$ cat config.mk
export PLATFORM = sky130hd
export DESIGN_NAME = ifu_fetch
export DESIGN_NICKNAME = d
export VERILOG_FILES = /design/src/rtl/ifu_fetch.sv
export SDC_FILE = /design/constraint.sdc
export NUM_CORES = 1
export LEC_CHECK = 0
export BUFFER_PORTS_ARGS = -buffer_cell sky130_fd_sc_hd__buf_2
export CELL_PAD_IN_SITES_DETAIL_PLACEMENT = 1
export CELL_PAD_IN_SITES_GLOBAL_PLACEMENT = 1
export CORE_ASPECT_RATIO = 2
export CORE_MARGIN = 2
export CORE_UTILIZATION = 41
export CTS_BUF_LIST = sky130_fd_sc_hd__clkbuf_8
export CTS_CLUSTER_SIZE = 30
export DETAILED_ROUTE_END_ITERATION = 6
export PLACE_DENSITY = 0.87
export SYNTH_ARGS = -nofsm -noshare
export SYNTH_HDL_FRONTEND = slang
export SYNTH_SLANG_ARGS = --single-unit
$ cat constraint.sdc
create_clock -name clk -period 4.7 [get_ports clk]
set_input_delay 0.47 -clock clk [delete_from_list [all_inputs] [get_ports clk]]
set_output_delay 0.47 -clock clk [all_outputs]
set_load 0.005 [all_outputs]
$ cat src/rtl/ifu_fetch.sv
// ifu_fetch: single-outstanding instruction fetch unit with redirect and fault handling
//   clk, rst_n                          clock, asynchronous active-low reset
//   imem_req_valid/addr/ready           fetch request channel to instruction memory
//   imem_rsp_valid/data/err             response channel from instruction memory
//   redirect_valid/pc                   taken jump/branch target
//   out_valid/ready/pc/inst             fetched instruction handed to the decoder
//   out_opcode/funct3/oprand            decode fields sliced from out_inst
//   fetch_err                           out_inst is a NOP substituted for a faulting fetch
module ifu_fetch #(
    parameter logic [31:0] RESET_PC = 32'h8000_0000,
    parameter logic [31:0] NOP_INST = 32'h0000_0013
) (
    input  logic        clk,
    input  logic        rst_n,
    output logic        imem_req_valid,
    output logic [31:0] imem_req_addr,
    input  logic        imem_req_ready,
    input  logic        imem_rsp_valid,
    input  logic [31:0] imem_rsp_data,
    input  logic        imem_rsp_err,
    input  logic        redirect_valid,
    input  logic [31:0] redirect_pc,
    output logic        out_valid,
    input  logic        out_ready,
    output logic [31:0] out_pc,
    output logic [31:0] out_inst,
    output logic [6:0]  out_opcode,
    output logic [2:0]  out_funct3,
    output logic [6:0]  out_oprand,
    output logic        fetch_err
);
    typedef enum logic [1:0] {IDLE, REQ, WAIT, HOLD} state_t;

    state_t      state_q, state_d;
    logic [31:0] pc_q, pc_d;
    logic        flush_q, flush_d;
    logic [31:0] out_pc_q, out_pc_d;
    logic [31:0] out_inst_q, out_inst_d;
    logic        fetch_err_q, fetch_err_d;
    logic [31:0] target;

    assign target = {redirect_pc[31:2], 2'b00};

    always_comb begin
        state_d     = state_q;
        pc_d        = pc_q;
        flush_d     = flush_q;
        out_pc_d    = out_pc_q;
        out_inst_d  = out_inst_q;
        fetch_err_d = fetch_err_q;
        case (state_q)
            IDLE: state_d = REQ;
            REQ: begin
                if (redirect_valid) pc_d = target;
                // a request accepted alongside a redirect fetched the old pc; its response must be dropped
                if (imem_req_ready) begin
                    state_d = WAIT;
                    flush_d = redirect_valid;
                end
            end
            WAIT: begin
                if (redirect_valid) pc_d = target;
                if (imem_rsp_valid) begin
                    flush_d = 1'b0;
                    if (flush_q || redirect_valid) begin
                        state_d = REQ;
                    end else begin
                        state_d     = HOLD;
                        out_pc_d    = pc_q;
                        out_inst_d  = imem_rsp_err ? NOP_INST : imem_rsp_data;
                        fetch_err_d = imem_rsp_err;
                    end
                end else if (redirect_valid) begin
                    flush_d = 1'b1;
                end
            end
            HOLD: begin
                if (redirect_valid) begin
                    pc_d    = target;
                    state_d = REQ;
                end else if (out_ready) begin
                    pc_d    = pc_q + 32'd4;
                    state_d = REQ;
                end
            end
            default: state_d = IDLE;
        endcase
    end

    always_ff @(posedge clk or negedge rst_n) begin
        if (!rst_n) begin
            state_q     <= IDLE;
            pc_q        <= RESET_PC;
            flush_q     <= 1'b0;
            out_pc_q    <= '0;
            out_inst_q  <= '0;
            fetch_err_q <= 1'b0;
        end else begin
            state_q     <= state_d;
            pc_q        <= pc_d;
            flush_q     <= flush_d;
            out_pc_q    <= out_pc_d;
            out_inst_q  <= out_inst_d;
            fetch_err_q <= fetch_err_d;
        end
    end

    assign imem_req_valid = (state_q == REQ);
    assign imem_req_addr  = (state_q == REQ) ? pc_q : 32'd0;
    assign out_valid      = (state_q == HOLD);
    assign out_pc         = out_pc_q;
    assign out_inst       = out_inst_q;
    assign fetch_err      = fetch_err_q;
    assign out_opcode     = out_inst_q[6:0];
    assign out_funct3     = out_inst_q[14:12];
    assign out_oprand     = out_inst_q[31:25];
endmodule

== Word-level counts from Yosys, hierarchy flattened ==
Index checks and enable logic that the tools add are counted.

* Register bits after elaboration: 100
* Latch bits: 0
* Memory bits (writable): 0
* Memory bits (read-only): 0
* Input port bits: 71
* Output and inout port bits: 116
* Logic and storage cells: 41
* Memories kept: 0

* Add/sub/neg operators: 1
* $mul: 0
* Div/mod/pow operators: 0
* $lt $le $gt $ge: 0
* Eq/ne operators: 8
* Shift operators: 0
* Mux-type cells: 16
* Bitwise gates (word level): 1
* Reductions and logical operators: 9

{| class="wikitable"
|+ Operator list
! operator !! count
|-
| 32-bit 2-to-1 mux || 5
|-
| 32-bit one-hot mux with 2 select lines || 1
|-
| 32-bit by 3-bit adder with 32-bit output (second input constant) || 1
|-
| 3-bit AND reduction || 4
|-
| 2-bit 2-to-1 mux || 5
|-
| 2-bit one-hot mux with 4 select lines || 1
|-
| 2-bit equality test (second input constant) || 2
|-
| 2-bit by 1-bit inequality test with 1-bit output (second input constant) || 2
|-
| 2-bit nonzero test || 2
|-
| 1-bit 2-to-1 mux || 3
|-
| 3-bit by 2-bit inequality test with 1-bit output (second input constant) || 1
|-
| 3-bit inequality test (second input constant) || 1
|-
| 2-bit by 1-bit equality test with 1-bit output (second input constant) || 1
|-
| 2-bit zero test || 1
|-
| 2-bit inequality test (second input constant) || 1
|-
| 1-bit one-hot mux with 2 select lines || 1
|-
| 2-bit OR reduction || 1
|-
| 1-bit logical OR || 1
|-
| 1-bit inverter || 1
|}

== Logic depth before layout (Yosys ltp) ==
Gate-level depths: netlist (run 1).

* Depth in word-level cells: 4
* Depth in mapped cells: 9
* Mapped depth without buffers: 7

== Worst setup path before layout (run 1) ==
No wires, ideal clock.

* Path type: register -> register
* Start: register pc_q[2]
* End: register pc_q[14]
* Arrival: 1665 ps
* Setup slack: 2898 ps
* Cell stages (with the launch flop): 9
* Buffers on the path: 2
* Clock period less this slack: 1802 ps
* Cell sequence: dfrtp_1 > ha_1 > and4_1 > buf_4 > and2_1 > buf_2 > a41o_1 > a21oi_1 > a21oi_1

* Longest elaborated chain between the ends: 4

{| class="wikitable"
|+ Ends and longest elaborated chain
! item !! RTL line !! source
|-
| from (decl) || 35 || <nowiki>logic [31:0] pc_q, pc_d;</nowiki>
|-
| from (signal assigned) || 100 || <nowiki>pc_q <= pc_d;</nowiki>
|-
| 32-bit by 3-bit adder with 32-bit output || 82 || <nowiki>pc_d = pc_q + 32'd4;</nowiki>
|-
| 32-bit 2-to-1 mux || 81 || <nowiki>end else if (out_ready) begin</nowiki>
|-
| 32-bit 2-to-1 mux || 78 || <nowiki>if (redirect_valid) begin</nowiki>
|-
| 32-bit one-hot mux with 2 select lines || 51 || <nowiki>case (state_q)</nowiki>
|}

Every way passes these cells. The select of a mux whose other input is x is not followed.
A chain may end at the register's enable or synchronous reset.

== Worst setup path in the final report (run 1) ==
* Start: register state_q[1]
* End: output port imem_req_addr[11]

* Longest elaborated chain between the ends: 2

{| class="wikitable"
|+ Ends and longest elaborated chain
! item !! RTL line !! source
|-
| from (decl) || 34 || <nowiki>state_t state_q, state_d;</nowiki>
|-
| from (signal assigned) || 99 || <nowiki>state_q <= state_d;</nowiki>
|-
| 2-bit by 1-bit equality test with 1-bit output || 109 || <nowiki>assign imem_req_addr = (state_q == REQ) ? pc_q : 32'd0;</nowiki>
|-
| 32-bit 2-to-1 mux || 109 ||
|-
| to (decl) || 16 || <nowiki>output logic [31:0] imem_req_addr,</nowiki>
|}

Every way passes these cells.

==> results of run 1 <==
flip-flops by register name, summed over array words and instances (netlist names):
name       count
state_q        2
out_pc        30
out_inst      32
flush_q        1
fetch_err      1
pc_q          30
metal layers:
metal | vias to the layer above | routed length (um) | track usage [%] | part of all wire (%)
met2 | 149 | 8480 | 42.2 | 57
met3 | 43 | 658 | 3.88 | 4.4
met1 | 2204 | 5130 | 23.7 | 34
met4 | 0 | 649 | 13.4 | 4.3
li1 | 2095 | - | - | -
met5 | - | 0 | 0 | 0
cells by family after synthesis:
family | count (synthesis) | synth area share, %
compound gates | 129 | 15.2
fa+ha+maj | 4 | 0.993
buf+inv | 64 | 7.00
flops | 96 | 47.7
mux | 30 | 6.70
other cells | 1 | 0.0744
simple gates | 202 | 22.3
area by class of cell:
type | count | share of cell area, %
clock inverter | 6 | 1.10
timing repair buffer | 182 | 15.2
sequential | 96 | 39.7
multi-input combinational | 369 | 38.2
tap | 147 | 3.04
inverter | 6 | 0.372
antenna | 2 | 0.0827
clock buffer | 10 | 2.27
power by group through the flow:
stage / sequential [mW] / combinational, mW / clock [mW]
floorplan: 1.51 / 1.08 / 0
global placement: 1.57 / 1.61 / 0
detailed placement: 1.60 / 1.71 / 0
CTS: 1.59 / 1.72 / 0.586
global route: 1.65 / 1.89 / 0.621
finish: 1.58 / 1.70 / 0.565
layout by cell type (no fill, tap or decap), types with 3 or more instances in the layout:
master	count
buf_2	179
dfrtp_1	95
nand2_1	56
o21ai_0	49
a21oi_1	37
and2_1	34
nand2b_1	31
mux2_2	30
nor2_1	20
nand3_1	15
clkbuf_8	10
o22a_1	8
nor3_1	7
nand4_1	7
a31oi_1	7
inv_1	6
and3_1	6
or3_1	6
a311oi_1	6
and4_1	5
ha_1	4
conb_1	4
a211oi_1	3
o22ai_1	3
buf_4	3
per-stage QoR:
stage / power, mW / hold WS, ns / area [um2]
after floorplan: 2.60 / 0.174 / 5050
after global placement: 3.17 / 0.460 / 5840
after detailed placement: 3.31 / 0.470 / 5840
after CTS: 3.89 / 0.0771 / 6050
after global routing: 4.17 / 0.0956 / 6050
final: 3.85 / 0.0663 / 6050
path summary, 6_finish.rpt:
path / startpoint / to / slack, ns / depth (start not counted)
worst max-delay path: state_q[1] / imem_req_addr[11] / 2.02 / 4
worst min-delay path: rst_n / out_inst[31] / 0.07 / 1
worst max register to register: state_q[0] / pc_q[23] / 2.14 / 7
worst min register to register: out_pc[28] / out_pc[28] / 0.49 / 2
max in group asynchronous: rst_n / out_inst[11] / 3.46 / 2
min in group clk: redirect_pc[2] / pc_q[2] / 0.32 / 3
==> summary.txt, run 1 <==
RSZ-0062 raised after global routing - false
Post-Synthesis Cells - 526
Rows - 57
Die Wd - 82.4 um
Synth area leader - dfrtp_1
largest net degree at the start of global routing - 97
Mean Syn Cell Area - 9.58 um2
commonest cells in the netlist - 95 x dfrtp_1, 57 x nand2_1, 49 x o21ai_0
post-synth top area share - 47.2%
Sum Neg Setup Slack - 0 ns
clock transition at the registers of the reported paths - 0.10 ns
first-pass GRT wire length - 23700 um
area of the multi-input gates - 0.00231 mm2
Layout area overhead - 20.1%
sequential power share - 41.2%
# fillers - 1464
PwrDens - 635 mW/mm2
max_cap viols - 0
outcome - finished, final reports clean
CTS Root Cell - clkbuf_8
clock share of power - 14.7%
CP Data Required Time - 4.23 ns
Core Util, Final - 50.2%
logic gate share of total power - 44.1%
post-route ant nets - 0
Slew Limit Fails - 0
min Tclk post-route - 2.68 ns
Iter 0 DRT Violations - 93
dpl cells - 800
DP HPWL - 10900 um
CTS max path bufs - 2
CP max stage cell - ha_1
drt wl/cell - 18.2 um
CP top delay family - adder cells
ys flop type - dfrtp_1
number of global-route vias before repair - 4898
CP Capture Type - output pin
critical path startpoint category - flip-flop
final worst-path cycle share - 57.1%
CTS sink cnt - 96
# resized after CTS - 0
sw frac - 40.9%
io pins - 187
port bufs - 180
Pint - 2.27 mW
Die Area - 0.0133 mm2
Setup WS pre-CTS - 2.16 ns
Yosys reg bits - 96
Post-synth EDFFs - 0
gr ovfl total - 0
Hold Vio Cnt, Final - 0
largest cells by area after synthesis - dfrtp_1 47%, mux2_2 6.7%, o21ai_0 4.9%, nand2_1 4.2%, and2_1 4.2%
Reg area - 0.00240 mm2
Initial Util - 41.8%
non-filler cells, final - 818
post-synthesis sequential area ratio - 47.7%
WP data arrival - 2.21 ns
asr flop ratio synth - 100%
Leak Pwr - 2.96 nW
CP cell instances - inv_1 -> ha_1 -> and2_1 -> buf_2
Total GRT Usage - 23.2%
worst-skew pair later-pin latency - 0.38 ns
CP max stage delay - 0.95 ns
Vias/cell - 5.49
Yosys warnings - 0
Synth cell types - 51
Synth Cell Area - 0.00504 mm2
H-tree lvl count - 3
Max VDD drop - 0.360 mV
Slew HR - 19.9%
Crit Path Category - reg2out
Placer Congestion - 0.785
fin worst setup slack - 2.02 ns
NetSw - 1.57 mW
CTS Buf Count - 9
die height - 161 um
via count - 4491
initial antenna violation count - 2
Worst Tran Pin Value - 1.20 ns
postcts setup bufs - 0
f_max - 0.373 GHz
final WL - 14900 um
maximum fanout along the worst path - 36
final setup fails - 0
Final nets - 739
layout cell share with drive strength beyond 1 - 36.2%
core area - 0.0121 mm2
hold_buf cts - 0
drt first pass iters - 4
Worst Skew - 0.0161 ns
most frequent cell after synthesis - dfrtp_1
worst path bufs/invs - 2
Hold WC Path Type - in2async
TritonCTS clock tree - done
DR DRC count - 0
(Power assumes the default switching activity.)
==> run 2: changes to the inputs <==
Settings changed: ABC_AREA from default to 1, CORE_UTILIZATION 41 to 33, PLACE_DENSITY 0.87 to 0.77.
Clock period 4.7 ns to 2.4 ns, I/O delays scaled along.
==> summary.txt, run 2 <==
worst path bufs/invs - 4
Placer Congestion - 0.857
clock transition at the registers of the reported paths - 0.12 ns
most frequent cells in the layout - 213 x nand2_1, 179 x buf_2, 95 x dfrtp_1
Leak Pwr - 3.52 nW
port bufs - 180
met1 WL - 6270 um
critical path startpoint category - flip-flop
largest net degree at the start of global routing - 59
Rows - 64
CTS Root Cell - clkbuf_8
Post-synth EDFFs - 0
commonest non-fill, non-tap cell in the layout - nand2_1
most frequent cell after synthesis - nand2_1
post-synthesis sequential area ratio - 46.2%
post-route design area - 0.00639 mm2
Antenna diodes - 0
Total GRT Usage - 20.7%
max reg flops - 32
max_cap viols - 0
io pins - 187
postcts setup bufs - 0
dpl cells - 1035
CTS Buf Count - 9
largest cells by area after synthesis - dfrtp_1 46%, nand2_1 15%, nor2_1 6.4%, inv_1 5.4%, a22o_1 4.9%
via count - 5028
maximum fanout along the worst path - 12
CP max stage delay - 0.48 ns
CTS max path bufs - 2
final worst-path cycle share - 91.2%
Synth Cell Area - 0.00520 mm2
gr ovfl total - 0
CP cell instances - inv_1 -> ha_1 -> buf_4 -> nand2_1 -> inv_1 -> buf_2
post-route ant nets - 0
Synth cell types - 29
most frequent CP cell - inv_1
DR DRC count - 0
Hold Vio Cnt, Final - 0
Max Used Layer - met4
Worst Tran Pin Value - 0.615 ns
CP top delay family - buffers and inverters
first-pass GRT wire length - 27600 um
final total power - 7.38 mW
post-synth top area share - 45.7%
Iter 0 DRT Violations - 162
Final nets - 924
drt wl/cell - 16.1 um
Die Area - 0.0168 mm2
Crit Path Category - reg2out
ys flop type - dfrtp_1
Area after DPL - 0.00617 mm2
fin worst setup slack - 0.212 ns
CTS sink cnt - 96
Core Util, Final - 41.6%
initial antenna violation count - 0
final WL - 16900 um
Vias/cell - 4.78
WL met2 - 9430 um
H-tree lvl count - 3
Initial Util - 33.8%
PwrDens - 1150 mW/mm2
Layout area overhead - 23.0%
TritonCTS clock tree - done
CP Data Required Time - 2.16 ns
metal3 WL - 611 um
Slew HR - 58.9%
Setup WS pre-CTS - 0.509 ns
layout cell share with drive strength beyond 1 - 26.9%
core area - 0.0154 mm2
final setup fails - 0
Worst Skew - 0.0212 ns
Slew Limit Fails - 0
Mean Syn Cell Area - 7.53 um2
Yosys warnings - 0
Hold WC Path Type - in2reg
Yosys reg bits - 96
Post-Synthesis Cells - 690
die height - 181 um
Die Wd - 92.7 um
f_max - 0.457 GHz
DP HPWL - 13300 um
outcome - finished, final reports clean
WP data arrival - 1.95 ns
commonest cells in the netlist - 213 x nand2_1, 95 x dfrtp_1, 89 x nor2_1
CP Capture Type - output pin
min Tclk post-route - 2.19 ns
Sum Neg Setup Slack - 0 ns
RSZ-0062 raised after global routing - false
CP max stage cell - ha_1
Synth area leader - dfrtp_1
worst-skew pair later-pin latency - 0.39 ns
worst hold slack - 0.0548 ns
asr flop ratio synth - 100%
drt first pass iters - 5
Max VDD drop - 0.888 mV
number of global-route vias before repair - 5400
non-filler cells, final - 1052
## run 2: final cells by class
type                    instances  area, um2
multi-input cells             470       2210
fillers                      2038       8980
flip-flops and latches         96       2400
well taps                     198        248
repair buffers                193       1030
inverters                      79        297
clock buffers                   9        124
clock inverters                 7       86.3
## run 2: cells by family after synthesis
family                     after synthesis  synth area share [%]
DFF                                     96                  46.2
other                                    1                0.0722
adders and majority gates                4                 0.963
xor gates and xnor gates                 5                 0.843
AOI/OAI and AO/OA                      104                  12.7
buffers and inverters                  127                  11.6
and+or+nand+nor                        353                  27.6
## run 2: per-layer routing
metal / up-vias / track usage (%)
met5: - / 0
met4: 0 / 8.41
met3: 28 / 2.82
met2: 117 / 40.1
met1: 2418 / 21.7
li1: 2465 / -
## run 2: path summary, 6_finish.rpt
check	cells past startpoint	start	to	slack, ns
min reg2reg	2	out_pc[10]	out_pc[10]	0.49
min in group asynchronous	2	rst_n	out_inst[18]	0.38
min	2	imem_rsp_data[7]	out_inst[7]	0.05
max reg2reg	7	state_q[0]	out_inst[29]	0.51
max in group asynchronous	3	rst_n	pc_q[22]	1.30
max	6	state_q[1]	imem_req_addr[30]	0.21
## run 2: repair_timing
action                                 CTS  global route
gates resized for setup                  0             0
endpoints found under the hold margin   40             0
setup endpoints to repair                0             0
hold buffers                             1             0
## run 2: report_power, final
part | internal [mW] | switching (mW) | total (mW) | leakage (nW)
registers | 2.28 | 0.694 | 2.98 | 1.23
clock network | 0.420 | 0.687 | 1.11 | 0.105
logic | 1.35 | 1.94 | 3.30 | 2.19
total | 4.05 | 3.32 | 7.38 | 3.52
==> run 3: changes to the inputs <==
Settings changed: CORE_UTILIZATION 33 to 39, PLACE_DENSITY 0.77 to 0.86.
Clock period 2.4 ns to 2.6 ns, I/O delays scaled along.
==> summary.txt, run 3 (synthesis results as in run 2) <==
number of global-route vias before repair - 5296
PwrDens - 1090 mW/mm2
initial antenna violation count - 0
Initial Util - 40.0%
Placer Congestion - 0.881
drt first pass iters - 4
Sum Neg Setup Slack - 0 ns
outcome - finished, final reports clean
WP data arrival - 2.30 ns
first-pass GRT wire length - 26900 um
Worst Skew - 0.0117 ns
clock transition at the registers of the reported paths - 0.10 ns
core area - 0.0130 mm2
TritonCTS clock tree - done
Die Area - 0.0143 mm2
Rows - 59
Hold WC Path Type - in2reg
critical path startpoint category - flip-flop
Die Wd - 85.6 um
post-route design area - 0.00630 mm2
min Tclk post-route - 1.99 ns
most frequent cells in the layout - 213 x nand2_1, 179 x buf_2, 95 x dfrtp_1
die height - 167 um
layout cell share with drive strength beyond 1 - 26.6%
DP HPWL - 13600 um
Slew Limit Fails - 0
Area after DPL - 0.00609 mm2
drt wl/cell - 17.1 um
gr ovfl total - 0
final worst-path cycle share - 76.5%
port bufs - 180
io pins - 187
H-tree lvl count - 3
Crit Path Category - reg2reg
f_max - 0.503 GHz
Total GRT Usage - 24.2%
Leak Pwr - 3.51 nW
Layout area overhead - 21.3%
CTS sink cnt - 96
post-route ant nets - 0
maximum fanout along the worst path - 19
non-filler cells, final - 1003
Vias/cell - 5.07
via count - 5082
final setup fails - 0
max_cap viols - 0
Core Util, Final - 48.5%
final WL - 17100 um
largest net degree at the start of global routing - 88
CP Capture Type - flip-flop
Worst Tran Pin Value - 0.641 ns
DR DRC count - 0
Hold Vio Cnt, Final - 0
Final nets - 921
CTS max path bufs - 2
worst-skew pair later-pin latency - 0.38 ns
Max VDD drop - 0.574 mV
CP Data Required Time - 2.91 ns
Antenna diodes - 0
RSZ-0062 raised after global routing - false
Iter 0 DRT Violations - 191
max reg flops - 32
CTS Root Cell - clkbuf_8
CTS Buf Count - 9
commonest non-fill, non-tap cell in the layout - nand2_1
dpl cells - 986
Slew HR - 57.2%
run 3: worst max-delay path, stage by stage (launching register included):
cell	delay [ns]
dfrtp_1	0.43
inv_1	0.08
ha_1	0.18
nand2_1	0.12
nor2_4	0.22
inv_2	0.10
nor2_4	0.38
buf_4	0.27
a22o_1	0.14
run 3: stage by stage:
step | power (mW) | hold slack [ns] | setup WS (ns)
floorplan | 4.51 | -0.0356 | 1.05
global placement | 5.74 | 0.178 | 0.640
detailed placement | 5.89 | 0.173 | 0.592
CTS | 6.94 | 0.0797 | 0.566
global route | 7.43 | 0.0820 | 0.422
finish | 6.85 | 0.0908 | 0.612
run 3: path summary, 6_finish.rpt:
path / start / to / slack [ns] / cells past startpoint
worst max-delay path: state_q[0] / out_inst[18] / 0.61 / 8
worst min register to register: out_pc[10] / out_pc[10] / 0.48 / 2
worst max register to register: state_q[0] / out_inst[18] / 0.61 / 8
worst min-delay path: imem_rsp_data[25] / out_inst[25] / 0.09 / 2
min in group asynchronous: rst_n / flush_q / 0.31 / 2
max in group asynchronous: rst_n / out_pc[29] / 1.59 / 3
run 3: report_power, final:
| group | total, mW | internal, mW | switching (mW) |
|---|---|---|---|
| combinational | 3.05 | 1.23 | 1.82 |
| clock | 1.03 | 0.457 | 0.571 |
| sequential | 2.77 | 2.11 | 0.665 |
| total | 6.85 | 3.79 | 3.06 |
run 3: repair_timing:
item,in CTS,in global routing
gates resized for setup,0,0
endpoints found under the hold margin,19,0
buffers inserted,0,0
endpoints found under the setup margin,0,0
hold buffers,1,0
run 3: layout make-up:
type / instances / area [um2]
Timing Repair Buffer: 190 / 1010
Tap cell: 152 / 190
Clock buffer: 9 / 124
Fill cell: 1733 / 6690
Sequential cell: 96 / 2400
Multi-Input combinational cell: 470 / 2210
Inverter: 79 / 297
Clock inverter: 7 / 78.8
run 3: metal layers:
metal | routed length [um] | vias up | GRT usage [%]
li1 | - | 2458 | -
met1 | 5690 | 2430 | 23.2
met2 | 9630 | 146 | 46.4
met3 | 809 | 48 | 4.58
met4 | 986 | 0 | 13.3
met5 | 0 | - | 0
